`config.mk`:
```
export PLATFORM = sky130hd
export DESIGN_NAME = regfile_stream_reader_flat
export DESIGN_NICKNAME = d
export VERILOG_FILES = /design/src/rtl/regfile_stream_reader_if.sv /design/src/rtl/regfile_stream_reader.sv /design/src/flat_wrapper.sv
export SDC_FILE = /design/constraint.sdc
export NUM_CORES = 1
export LEC_CHECK = 0
export ABC_AREA = 1
export CORE_ASPECT_RATIO = 0.75
export CORE_MARGIN = 2
export CORE_UTILIZATION = 26
export DETAILED_ROUTE_END_ITERATION = 12
export PLACE_DENSITY_LB_ADDON = 0.25
export SLEW_MARGIN = 40
export SYNTH_ARGS = -nofsm -noshare
export SYNTH_HDL_FRONTEND = slang
export SYNTH_SLANG_ARGS = --single-unit
export TNS_END_PERCENT = 20
```
`constraint.sdc`:
```
create_clock -name clk -period 2.1 [get_ports clk]
set_input_delay 0.42 -clock clk [delete_from_list [all_inputs] [get_ports clk]]
set_output_delay 0.42 -clock clk [all_outputs]
set_load 0.02 [all_outputs]
```
`src/rtl/regfile_stream_reader_if.sv`:
```
// regfile_stream_reader_if: valid/ready stream of regfile words tagged with source address
interface regfile_stream_reader_if #(
    parameter int DATA_WIDTH = 8,
    parameter int ADDR_WIDTH = 12
);
    logic                  valid;
    logic                  ready;
    logic [DATA_WIDTH-1:0] data;
    logic [ADDR_WIDTH-1:0] addr;
    logic                  last;
    modport master(output valid, data, addr, last, input ready);
    modport slave(input valid, data, addr, last, output ready);
endinterface

```
`src/rtl/regfile_stream_reader.sv`:
```
// regfile_stream_reader: streams a window of an append-only regfile, stalling on unwritten words; REGFILE_READER_TIMEOUT_EN adds a stall timeout
module regfile_stream_reader #(
    parameter int DATA_WIDTH     = 8,
    parameter int ADDR_WIDTH     = 12,
    parameter int TIMEOUT_CYCLES = 1024
) (
    input  logic                  clk,
    input  logic                  rst,
    input  logic                  start,
    input  logic [ADDR_WIDTH-1:0] start_addr,
    input  logic [ADDR_WIDTH:0]   len,
    output logic                  busy,
    output logic                  done,
    output logic                  err,
    input  logic                  wr_we,
    output logic                  ran_re,
    output logic [ADDR_WIDTH-1:0] ran_r_addr,
    input  logic [DATA_WIDTH-1:0] ran_r_data,
    regfile_stream_reader_if.master m
);
    localparam logic [ADDR_WIDTH+1:0] DEPTH = {2'b01, {ADDR_WIDTH{1'b0}}};
    typedef enum logic [1:0] {IDLE, CHECK, RUN, DRAIN} state_t;
    state_t                state, state_nxt;
    logic [ADDR_WIDTH:0]   level, rem;
    logic [ADDR_WIDTH-1:0] cur;
    logic                  avail, accept, overflow, issue, finish, fail, timeout;
    assign avail    = {1'b0, cur} < level;
    assign accept   = m.valid && m.ready;
    assign overflow = {2'b00, cur} + {1'b0, rem} > DEPTH;
`ifdef REGFILE_READER_TIMEOUT_EN
    localparam int TW = $clog2(TIMEOUT_CYCLES + 1);
    logic [TW-1:0] stall_cnt;
    // count consecutive RUN cycles starved of written data; any issued read restarts it
    always_ff @(posedge clk) begin
        if (rst || state != RUN || issue) stall_cnt <= '0;
        else if (!avail) stall_cnt <= stall_cnt + TW'(1);
    end
    assign timeout = state == RUN && !avail && stall_cnt == TW'(TIMEOUT_CYCLES - 1);
`else
    assign timeout = 1'b0;
`endif
    // state register
    always_ff @(posedge clk) begin
        state <= rst ? IDLE : state_nxt;
    end
    // next-state logic
    always_comb begin
        state_nxt = state;
        case (state)
            IDLE:    state_nxt = start ? CHECK : IDLE;
            CHECK:   state_nxt = (rem == '0 || overflow) ? IDLE : RUN;
            RUN:     state_nxt = timeout ? IDLE : (issue && rem == (ADDR_WIDTH+1)'(1)) ? DRAIN : RUN;
            DRAIN:   state_nxt = accept ? IDLE : DRAIN;
            default: state_nxt = IDLE;
        endcase
    end
    // read issue and completion decode; the read address is forced to 0 when idle
    always_comb begin
        issue      = state == RUN && avail && (!m.valid || m.ready);
        ran_re     = issue;
        ran_r_addr = issue ? cur : '0;
        finish     = (state == CHECK && rem == '0) || (state == DRAIN && accept);
        fail       = (state == CHECK && rem != '0 && overflow) || timeout;
    end
    // fill-level mirror, window cursor, status pulses and the stream output register
    always_ff @(posedge clk) begin
        if (rst) begin
            level   <= '0;
            cur     <= '0;
            rem     <= '0;
            busy    <= 1'b0;
            done    <= 1'b0;
            err     <= 1'b0;
            m.valid <= 1'b0;
            m.data  <= '0;
            m.addr  <= '0;
            m.last  <= 1'b0;
        end else begin
            level <= (wr_we && !level[ADDR_WIDTH]) ? level + (ADDR_WIDTH+1)'(1) : level;
            done  <= finish;
            err   <= fail;
            busy  <= (state == IDLE) ? start : busy && !finish && !fail;
            if (state == IDLE && start) begin
                cur <= start_addr;
                rem <= len;
            end else if (issue) begin
                cur <= cur + ADDR_WIDTH'(1);
                rem <= rem - (ADDR_WIDTH+1)'(1);
            end
            if (issue) begin
                m.valid <= 1'b1;
                m.data  <= ran_r_data;
                m.addr  <= cur;
                m.last  <= rem == (ADDR_WIDTH+1)'(1);
            end else if (accept || timeout) begin
                m.valid <= 1'b0;
            end
        end
    end
endmodule

```
`src/flat_wrapper.sv`:
```
// flat-port wrapper written by rule: the top's interface ports become plain ports
module regfile_stream_reader_flat 
#(
    parameter int DATA_WIDTH     = 8,
    parameter int ADDR_WIDTH     = 12,
    parameter int TIMEOUT_CYCLES = 1024
)
  (clk, rst, start, start_addr, len, busy, done, err, wr_we, ran_re, ran_r_addr, ran_r_data, m_valid, m_data, m_addr, m_last, m_ready);
  regfile_stream_reader_if #(.DATA_WIDTH(DATA_WIDTH), .ADDR_WIDTH(ADDR_WIDTH)) m_i ();
  input  logic clk;
  input  logic rst;
  input  logic start;
  input  logic [ADDR_WIDTH-1:0] start_addr;
  input  logic [ADDR_WIDTH:0] len;
  output logic busy;
  output logic done;
  output logic err;
  input  logic wr_we;
  output logic ran_re;
  output logic [ADDR_WIDTH-1:0] ran_r_addr;
  input  logic [DATA_WIDTH-1:0] ran_r_data;
  output wire logic [$bits(m_i.valid)-1:0] m_valid;
  output wire logic [$bits(m_i.data)-1:0] m_data;
  output wire logic [$bits(m_i.addr)-1:0] m_addr;
  output wire logic [$bits(m_i.last)-1:0] m_last;
  input wire logic [$bits(m_i.ready)-1:0] m_ready;
  assign m_valid = m_i.valid;
  assign m_data = m_i.data;
  assign m_addr = m_i.addr;
  assign m_last = m_i.last;
  assign m_i.ready = m_ready;
  regfile_stream_reader #(.DATA_WIDTH(DATA_WIDTH), .ADDR_WIDTH(ADDR_WIDTH), .TIMEOUT_CYCLES(TIMEOUT_CYCLES)) u_core (.clk(clk), .rst(rst), .start(start), .start_addr(start_addr), .len(len), .busy(busy), .done(done), .err(err), .wr_we(wr_we), .ran_re(ran_re), .ran_r_addr(ran_r_addr), .ran_r_data(ran_r_data), .m(m_i));
endmodule
```
==> results of run 1 <==
[through the flow]
step	setup WS, ns	cells	instance area, sq um	hold WS [ns]
global route	-0.426	1019	6330	0.491
floorplan	-0.0104	661	4260	0.469
finish	-0.316	1019	6330	0.463
global placement	-0.450	998	5750	0.454
detailed placement	-0.481	998	5750	0.456
CTS	-0.312	1018	6280	0.465
[cell usage after synthesis (all sizes together), types with 3 or more instances]
cell	instances	area share
inv	91	0.080
nand3b	3	0.0082
clkbuf	8	0.0071
o31ai	4	0.0071
xnor2	3	0.0062
buf	12	0.017
dfxtp	65	0.31
nand3	35	0.045
o21a	3	0.0053
ha	27	0.079
o21ai	55	0.065
nor3	9	0.017
nand4	10	0.020
xor2	9	0.019
nor2	107	0.10
nand2	166	0.15
a21oi	45	0.054
[placed cells by master, fill, tap and decap left out, types with 8 or more instances in the layout]
cell / instances
buf_4: 71
nor2_2: 8
nand2_1: 152
clkbuf_16: 9
clkdlybuf4s50_1: 62
inv_1: 72
nand3_1: 29
buf_6: 14
nand4_1: 8
nor2_1: 97
a21oi_1: 39
dfxtp_1: 59
ha_1: 18
o21ai_0: 50
nand2_4: 8
inv_2: 18
xor2_1: 9
[routing by layer]
layer | wire [microns] | vias to the layer above | GRT usage
li1 | - | 2407 | -
met1 | 7050 | 1933 | 0.231
met2 | 5010 | 101 | 0.232
met3 | 746 | 16 | 0.0393
met4 | 157 | 0 | 0.0389
met5 | 0 | - | 0
[state kept, by name (all words and copies together) (netlist names)]
name            cells
u_core.busy         1
u_core.m.valid      1
u_core.m.addr      12
u_core.m.last       1
u_core.level       13
u_core.err          1
u_core.done         1
u_core.rem         13
u_core.cur         12
u_core.m.data       8
u_core.state        2
[worst max-delay path, cell delays in order (launching register included)]
cell,delay [ns]
dfxtp_1,0.34
inv_2,0.06
ha_4,0.21
a21oi_2,0.15
o31ai_2,0.10
a21oi_2,0.18
nand4_4,0.12
inv_6,0.13
buf_12,0.15
nand2_4,0.05
inv_2,0.05
buf_6,0.11
[where the power goes]
group | internal, mW | switching, mW | total, mW
combinational | 0.841 | 1.11 | 1.95
clock | 0.857 | 0.595 | 1.45
sequential | 1.36 | 0.0937 | 1.45
[final cells by class]
type,count,area (sq um),area share
multi-input combinational,485,2730,0.431
timing repair buffer,152,1400,0.222
sequential,65,1310,0.207
inverter,91,347,0.0547
tap,210,263,0.0415
clock buffer,11,253,0.0399
clock inverter,5,30.0,0.00474
[worst max path at each step]
stage | startpoint | end | slack (ns)
after detailed placement | u_core.level[2]$_SDFFE_PP0P_ | ran_r_addr[3] | -0.48
after floorplan | u_core.level[6]$_SDFFE_PP0P_ | ran_r_addr[5] | -0.01
after CTS | u_core.level[4]$_SDFFE_PP0P_ | ran_r_addr[3] | -0.31
after global routing | u_core.level[4]$_SDFFE_PP0P_ | ran_r_addr[10] | -0.43
after global placement | u_core.level[2]$_SDFFE_PP0P_ | ran_r_addr[3] | -0.45
final | u_core.level[8]$_SDFFE_PP0P_ | ran_r_addr[3] | -0.32
[timing repair]
action | 4_1_cts | 5_1_grt
cloned | 1 | 0
setup buffers | 3 | 1
gates resized for setup | 131 | 14
hold buffers | 0 | 0
endpoints found under the setup margin | 39 | 40
pin swaps | 10 | 1
endpoints found under the hold margin | 0 | 0
[kinds of logic after synthesis]
logic type	Yosys count	synth area share
compound gates	113	0.141
buf+inv	111	0.104
simple gates	332	0.340
flops	65	0.306
fa+ha+maj	28	0.0840
xor+xnor	12	0.0247
==> results.toml, run 1 <==
[yosys]
synth_edf_count = 0
ys_ff_latch = 65
syn-num-nets = 727
synth_area_sq_um = 4260
synth_area_per_cell_sq_um = 6.44
ys_seq_area_frac = 0.306
synth_ff_type = "dfxtp_1"
netlist_instances = 661
async_flop_share = 0
synth_cell_type_count = 39
yosysWarnings = 0

[power_and_ir_drop]
peakVddDrop_v = 0.000407
power.total_mw = 4.85
p_leak_nw = 3.03
power_density_nw_per_um2 = 766

[critical_path]
cp-start-kind = "flop"
worstPathMaxFanout = 5
critical_path_class = "flop to output pin"
r2r_start = "u_core.level[7]$_SDFFE_PP0P_"
reg2reg_setup_slack_ns = -0.12
required_ns = 1.68
arrival_ns = 2.00
ff2ff_path_depth = 11
r2r_end = "u_core.rem[8]$_SDFFE_PP0P_"
end_kind = "output pin"

[global_routing]
grtUsageTotal = 0.158
grt_max_degree = 27
grt_pass1_wl_microns = 21500
antenna_found_initial = 0
grt_pass1_vias = 4313
grt-ovfl-total = 0

[sta]
rsz0062_at_grt = "yes"
skew_ns = 0.00677
period_share = 1.15
tightest_slew_ns = 0.465
max_slew_margin = 0.689
period_needed_ns = 2.42
slew_viol_final = 0
setup_ws_ns = -0.316
setup-tns-final_ns = -5.90
fmax_mhz = 414
hold_violations = 0
setup_viol = 39

[clock_tree]
clk_latency_ns = 0.34
h-tree-depth = 3
cts_tree = "yes"
path_clk_slew_ns = 0.06
cts_root_buffer = "clkbuf_16"
numCtsBuffers = 9
cts_num_sinks = 65
clockBufferDepth = 2

[hold_path]
min_path_type = "flop to flop"
min_path_cells = 2
min_to = "u_core.m.addr[6]$_SDFFE_PP0N_"
min_from = "u_core.m.addr[6]$_SDFFE_PP0N_"

[final_layout]
syn2layout_area_growth_pct = 48.7
fin_nets = 870
drive_above_1_share = 0.232
fillCellCount = 1731
antennaDiodeCount = 0
final_core_util = 0.395

[floorplanning]
initial_core_util = 0.266
io_pins = 76
row_count = 40
die-width_microns = 152
die_y_microns = 115
core_sq_um = 16000
die_area_sq_um = 17400

[status]
violations = "setup timing"
status = "finished, violations left"

[detailed_routing]
num_vias = 4457
drc_errors = 0
drt_iter0_drc = 260
vias_per_cell = 4.37
wl_microns = 13000
dr.pass1.iters = 4
final_antenna_net_count = 0
wl_per_cell_microns = 12.7

[run]
cap_violations = 0

[place]
dp.final_hpwl_microns = 9870
gp_congestion = 0.832
io_buffers = 75
Note: power is estimated with default switching activity, not from simulation.
==> run 2: changes to the inputs <==
--- a/config.mk
+++ b/config.mk
@@ -6,12 +6,11 @@
 export NUM_CORES = 1
 export LEC_CHECK = 0
 export ABC_AREA = 1
-export CORE_ASPECT_RATIO = 0.75
+export CORE_ASPECT_RATIO = 0.6
 export CORE_MARGIN = 2
 export CORE_UTILIZATION = 26
 export DETAILED_ROUTE_END_ITERATION = 12
 export PLACE_DENSITY_LB_ADDON = 0.25
-export SLEW_MARGIN = 40
 export SYNTH_ARGS = -nofsm -noshare
 export SYNTH_HDL_FRONTEND = slang
 export SYNTH_SLANG_ARGS = --single-unit
==> results.toml, run 2 (synthesized netlist as in run 1, its figures left out) <==
[critical_path]
end_kind = "output pin"
worst_path_largest_cell_delay_ns = 0.33
arrival_ns = 1.99
critical_path_class = "flop to output pin"
cp-start-kind = "flop"
path_cells = "inv_2 > ha_4 > nand4_1 > o221ai_2 > nand3_2 > nand4_4 > inv_6 > buf_12 > nand2_2 > inv_1 > buf_6"
reg2reg_setup_slack_ns = -0.20
crit_slowest_cell = "dfxtp_2"
cp_top_family = "simple AND/OR/NAND/NOR gates"
required_ns = 1.68
worstPathMaxFanout = 5
worst-path-buf-inv = 5

[detailed_routing]
dr.pass1.iters = 5
vias_per_cell = 4.41
num_vias = 4497
wl_per_cell_microns = 13.3
drt_iter0_drc = 206
drc_errors = 0
final_antenna_net_count = 0
wl_microns = 13600

[floorplanning]
core_sq_um = 16100
die_y_microns = 103
die_area_sq_um = 17400
die-width_microns = 169
io_pins = 76
row_count = 36
initial_core_util = 0.264

[global_routing]
grtUsageTotal = 0.163
grt-ovfl-total = 0
antenna_found_initial = 0
grt_pass1_wl_microns = 22300
grt_max_degree = 31
grt_pass1_vias = 4309

[place]
dp.final_hpwl_microns = 10200
dp_cells = 1000
io_buffers = 75
gp_congestion = 0.823

[final_layout]
final_cell_mix = "152 x nand2_1, 96 x nor2_1, 73 x inv_1"
drive_above_1_share = 0.228
final_cells = 1019
antennaDiodeCount = 0
final_common_cell = "nand2_1"
fin_nets = 871
fillCellCount = 1698
largestRegisters = "u_core.level: 13 flops, u_core.rem: 13 flops"
syn2layout_area_growth_pct = 52.6

[power_and_ir_drop]
p_leak_nw = 3.12
power.total_mw = 5.32
peakVddDrop_v = 0.000427
power_density_nw_per_um2 = 818

[clock_tree]
numCtsBuffers = 9
cts_tree = "yes"
cts_root_buffer = "clkbuf_16"
cts_hold_buf = 0
path_clk_slew_ns = 0.06
clockBufferDepth = 2
h-tree-depth = 3
clk_latency_ns = 0.33
cts_num_sinks = 65

[sta]
setup-tns-final_ns = -4.40
setup_ws_ns = -0.315
hold_ws_ns = 0.462
skew_ns = 0.00868
period_needed_ns = 2.41
hold_violations = 0
period_share = 1.15
rsz0062_at_grt = "yes"
max_slew_margin = 0.747
tightest_slew_ns = 0.378
setup_viol = 18
fmax_mhz = 414
slew_viol_final = 0

[status]
violations = "setup timing"
status = "finished, violations left"

[hold_path]
min_path_type = "flop to flop"

[run]
cap_violations = 0
[run 2: changes by cell type in the layout (fill, tap and decap cells not counted), moves of 3 or more]
cell / previous run / this run
o21ai_1: 5 / 22
nand2_2: 6 / 3
clkinv_2: 3 / 0
o21ai_0: 50 / 32
buf_12: 3 / 6
buf_4: 71 / 68
bufinv_16: 0 / 3
[run 2: repair_timing]
item,4_1_cts,5_1_grt
buffers inserted,2,0
gates resized for setup,141,31
endpoints found under the hold margin,0,0
endpoints found under the setup margin,39,40
cloned,1,0
pin swaps,8,3
[run 2: worst paths after layout]
path	from	endpoint	cells past startpoint
setup / recovery	u_core.level[4]$_SDFFE_PP0P_	ran_r_addr[6]	11
hold / removal	u_core.m.addr[1]$_SDFFE_PP0N_	u_core.m.addr[1]$_SDFFE_PP0N_	2
setup reg to reg	u_core.cur[1]$_SDFFE_PP0P_	u_core.err$_SDFF_PP0_	15
hold reg to reg	u_core.m.addr[1]$_SDFFE_PP0N_	u_core.m.addr[1]$_SDFFE_PP0N_	2
[run 2: final cells by class]
cell class / instances / area [sq um] / share of cell area
repair buffers: 153 / 1460 / 0.225
inverters: 91 / 349 / 0.0537
flip-flops and latches: 65 / 1310 / 0.201
well taps: 209 / 262 / 0.0402
multi-input cells: 485 / 2770 / 0.425
clock inverters: 6 / 115 / 0.0177
clock buffers: 10 / 239 / 0.0368
[run 2: through the flow]
stage / setup WS (ns) / util / cell area, sq um
after detailed placement: -0.540 / 0.359 / 5790
after CTS: -0.327 / 0.400 / 6440
after global placement: -0.479 / 0.359 / 5790
final: -0.315 / 0.403 / 6500
after floorplan: -0.0104 / - / 4260
after global routing: -0.426 / 0.403 / 6500
[run 2: tightest hold or removal path, cell delays in order (launching register included)]
cell	delay [ns]
dfxtp_1	0.31
nand2_1	0.06
a21oi_1	0.05
[run 2: power breakdown]
part	leakage [nW]	total, mW	internal (mW)	switching [mW]
Combinational	2.42	2.08	0.910	1.17
Clock	0.169	1.79	1.20	0.591
Sequential	0.533	1.45	1.36	0.0968
Total	3.12	5.32	3.46	1.86
[run 2: routing by layer]
layer / up-vias / global-route usage / part of all wire
li1: 2405 / - / -
met3: 11 / 0.0361 / 0.058
met5: - / 0 / 0
met4: 0 / 0.0348 / 0.0075
met1: 1977 / 0.249 / 0.58
met2: 104 / 0.231 / 0.36
==> run 3: changes to the inputs <==
--- a/config.mk
+++ b/config.mk
@@ -8,7 +8,7 @@
 export ABC_AREA = 1
 export CORE_ASPECT_RATIO = 0.6
 export CORE_MARGIN = 2
-export CORE_UTILIZATION = 26
+export CORE_UTILIZATION = 48
 export DETAILED_ROUTE_END_ITERATION = 12
 export PLACE_DENSITY_LB_ADDON = 0.25
 export SYNTH_ARGS = -nofsm -noshare
==> results.toml, run 3 (synthesized netlist as in run 1, its figures left out) <==
[status]
status = "finished, violations left"
violations = "setup timing"

[floorplanning]
die_y_microns = 77.0
die-width_microns = 126
die_area_sq_um = 9660
row_count = 26
io_pins = 76
initial_core_util = 0.498
core_sq_um = 8560

[critical_path]
end_kind = "output pin"
critical_path_class = "flop to output pin"
r2r_end = "u_core.rem[5]$_SDFFE_PP0P_"
ff2ff_path_depth = 14
worstSetupStartpoint = "u_core.level[8]$_SDFFE_PP0P_"
r2r_start = "u_core.level[8]$_SDFFE_PP0P_"
crit_end = "ran_r_addr[4]"
required_ns = 1.68
reg2reg_setup_slack_ns = -0.41
arrival_ns = 2.09
worstPathMaxFanout = 6
cp-start-kind = "flop"

[run]
cap_violations = 0

[detailed_routing]
vias_per_cell = 5.44
dr.pass1.iters = 5
wl_microns = 15200
drt_iter0_drc = 432
final_antenna_net_count = 0
num_vias = 5083
wl_per_cell_microns = 16.2
drc_errors = 0

[sta]
max_slew_margin = 0.717
tightest_slew_ns = 0.423
slew_viol_final = 0
rsz0062_at_grt = "yes"
skew_ns = 0.0108
hold_violations = 0
period_needed_ns = 2.51
setup_ws_ns = -0.414
setup_viol = 49
fmax_mhz = 398
period_share = 1.20

[final_layout]
drive_above_1_share = 0.264
fillCellCount = 631
fin_nets = 884
antennaDiodeCount = 0
final_cells = 934
largestRegisters = "u_core.level: 13 flops, u_core.rem: 13 flops"
syn2layout_area_growth_pct = 50.9
fin_area_sq_um = 6420
final_cell_mix = "150 x nand2_1, 96 x nor2_1, 81 x buf_4"
final_common_cell = "nand2_1"
final_core_util = 0.751

[place]
dp.final_hpwl_microns = 10000
dp_cells = 901
io_buffers = 75
place_area_sq_um = 5620
pre_cts_slack_ns = -0.690
gp_congestion = 0.903

[clock_tree]
cts_num_sinks = 65
clk_latency_ns = 0.34
cts_root_buffer = "clkbuf_16"
cts_tree = "yes"
numCtsBuffers = 9
h-tree-depth = 3
clockBufferDepth = 2
path_clk_slew_ns = 0.06

[global_routing]
grtUsageTotal = 0.309
grt_max_degree = 27
grt_pass1_vias = 4843
grt_pass1_wl_microns = 23500
antenna_found_initial = 0
grt-ovfl-total = 0

[hold_path]
min_from = "u_core.m.addr[9]$_SDFFE_PP0N_"
min_path_type = "flop to flop"

[power_and_ir_drop]
peakVddDrop_v = 0.000472
p_leak_nw = 3.12
power_density_nw_per_um2 = 808
-- run 3: cell types whose count changed in the layout (fill, tap and decap cells not counted), moves of 3 or more --
cell / change
a21oi_1: -3
buf_4: +13
dfxtp_1: -11
dfxtp_2: +10
inv_1: -5
inv_2: +6
nand2_2: +4
o21ai_0: +10
o21ai_1: -10
-- run 3: routing by layer --
layer / vias to the layer above / GRT usage / part of all wire
met4: 0 / 0.114 / 0.021
met3: 35 / 0.0949 / 0.092
li1: 2431 / - / -
met2: 276 / 0.495 / 0.45
met1: 2341 / 0.393 / 0.43
met5: - / 0 / 0
-- run 3: critical path, stage by stage (launching register included) --
cell	delay, ns
dfxtp_2	0.34
inv_2	0.06
ha_4	0.22
a21oi_4	0.16
o31ai_4	0.10
a21oi_2	0.19
nand4_4	0.24
clkinv_4	0.18
nand2_2	0.09
inv_2	0.06
buf_6	0.10
-- run 3: cell type report --
cell class | count | area, sq um | area share
clock buffers | 13 | 260 | 0.0405
flip-flops and latches | 65 | 1320 | 0.206
repair inverters | 2 | 17.5 | 0.00273
repair buffers | 164 | 1490 | 0.232
multi-input cells | 485 | 2810 | 0.437
clock inverters | 2 | 37.5 | 0.00584
inverters | 91 | 349 | 0.0543
well taps | 112 | 140 | 0.0218
-- run 3: report_power, final --
| group | total (mW) | leakage [nW] | switching, mW | internal (mW) |
|---|---|---|---|---|
| registers | 1.47 | 0.537 | 0.114 | 1.36 |
| logic | 2.16 | 2.44 | 1.23 | 0.935 |
| clock network | 1.55 | 0.142 | 0.573 | 0.978 |
| total | 5.19 | 3.12 | 1.92 | 3.27 |
-- run 3: how the worst min path moves through the flow --
stage	end	slack [ns]	depth (start not counted)
after detailed placement	u_core.m.addr[9]$_SDFFE_PP0N_	0.46	2
after global placement	u_core.m.addr[6]$_SDFFE_PP0N_	0.45	2
after CTS	u_core.m.addr[9]$_SDFFE_PP0N_	0.47	2
final	u_core.m.addr[9]$_SDFFE_PP0N_	0.46	2
after floorplan	u_core.level[10]$_SDFFE_PP0P_	0.47	2
after global routing	u_core.m.addr[9]$_SDFFE_PP0N_	0.49	2
-- run 3: per-stage QoR --
stage	TNS, ns	total power [mW]	hold slack (ns)
after CTS	-6.85	5.03	0.466
final	-12.47	5.19	0.465
after global routing	-17.00	5.47	0.495
after global placement	-8.14	3.24	0.453
after detailed placement	-12.20	3.30	0.459
after floorplan	-0.0661	2.59	0.469
-- run 3: timing repair --
item | 4_1_cts | 5_1_grt
gates cloned | 2 | 0
hold buffers | 0 | 0
pin swaps | 15 | 7
setup buffers | 10 | 7
endpoints found under the setup margin | 39 | 60
gates resized for setup | 156 | 30
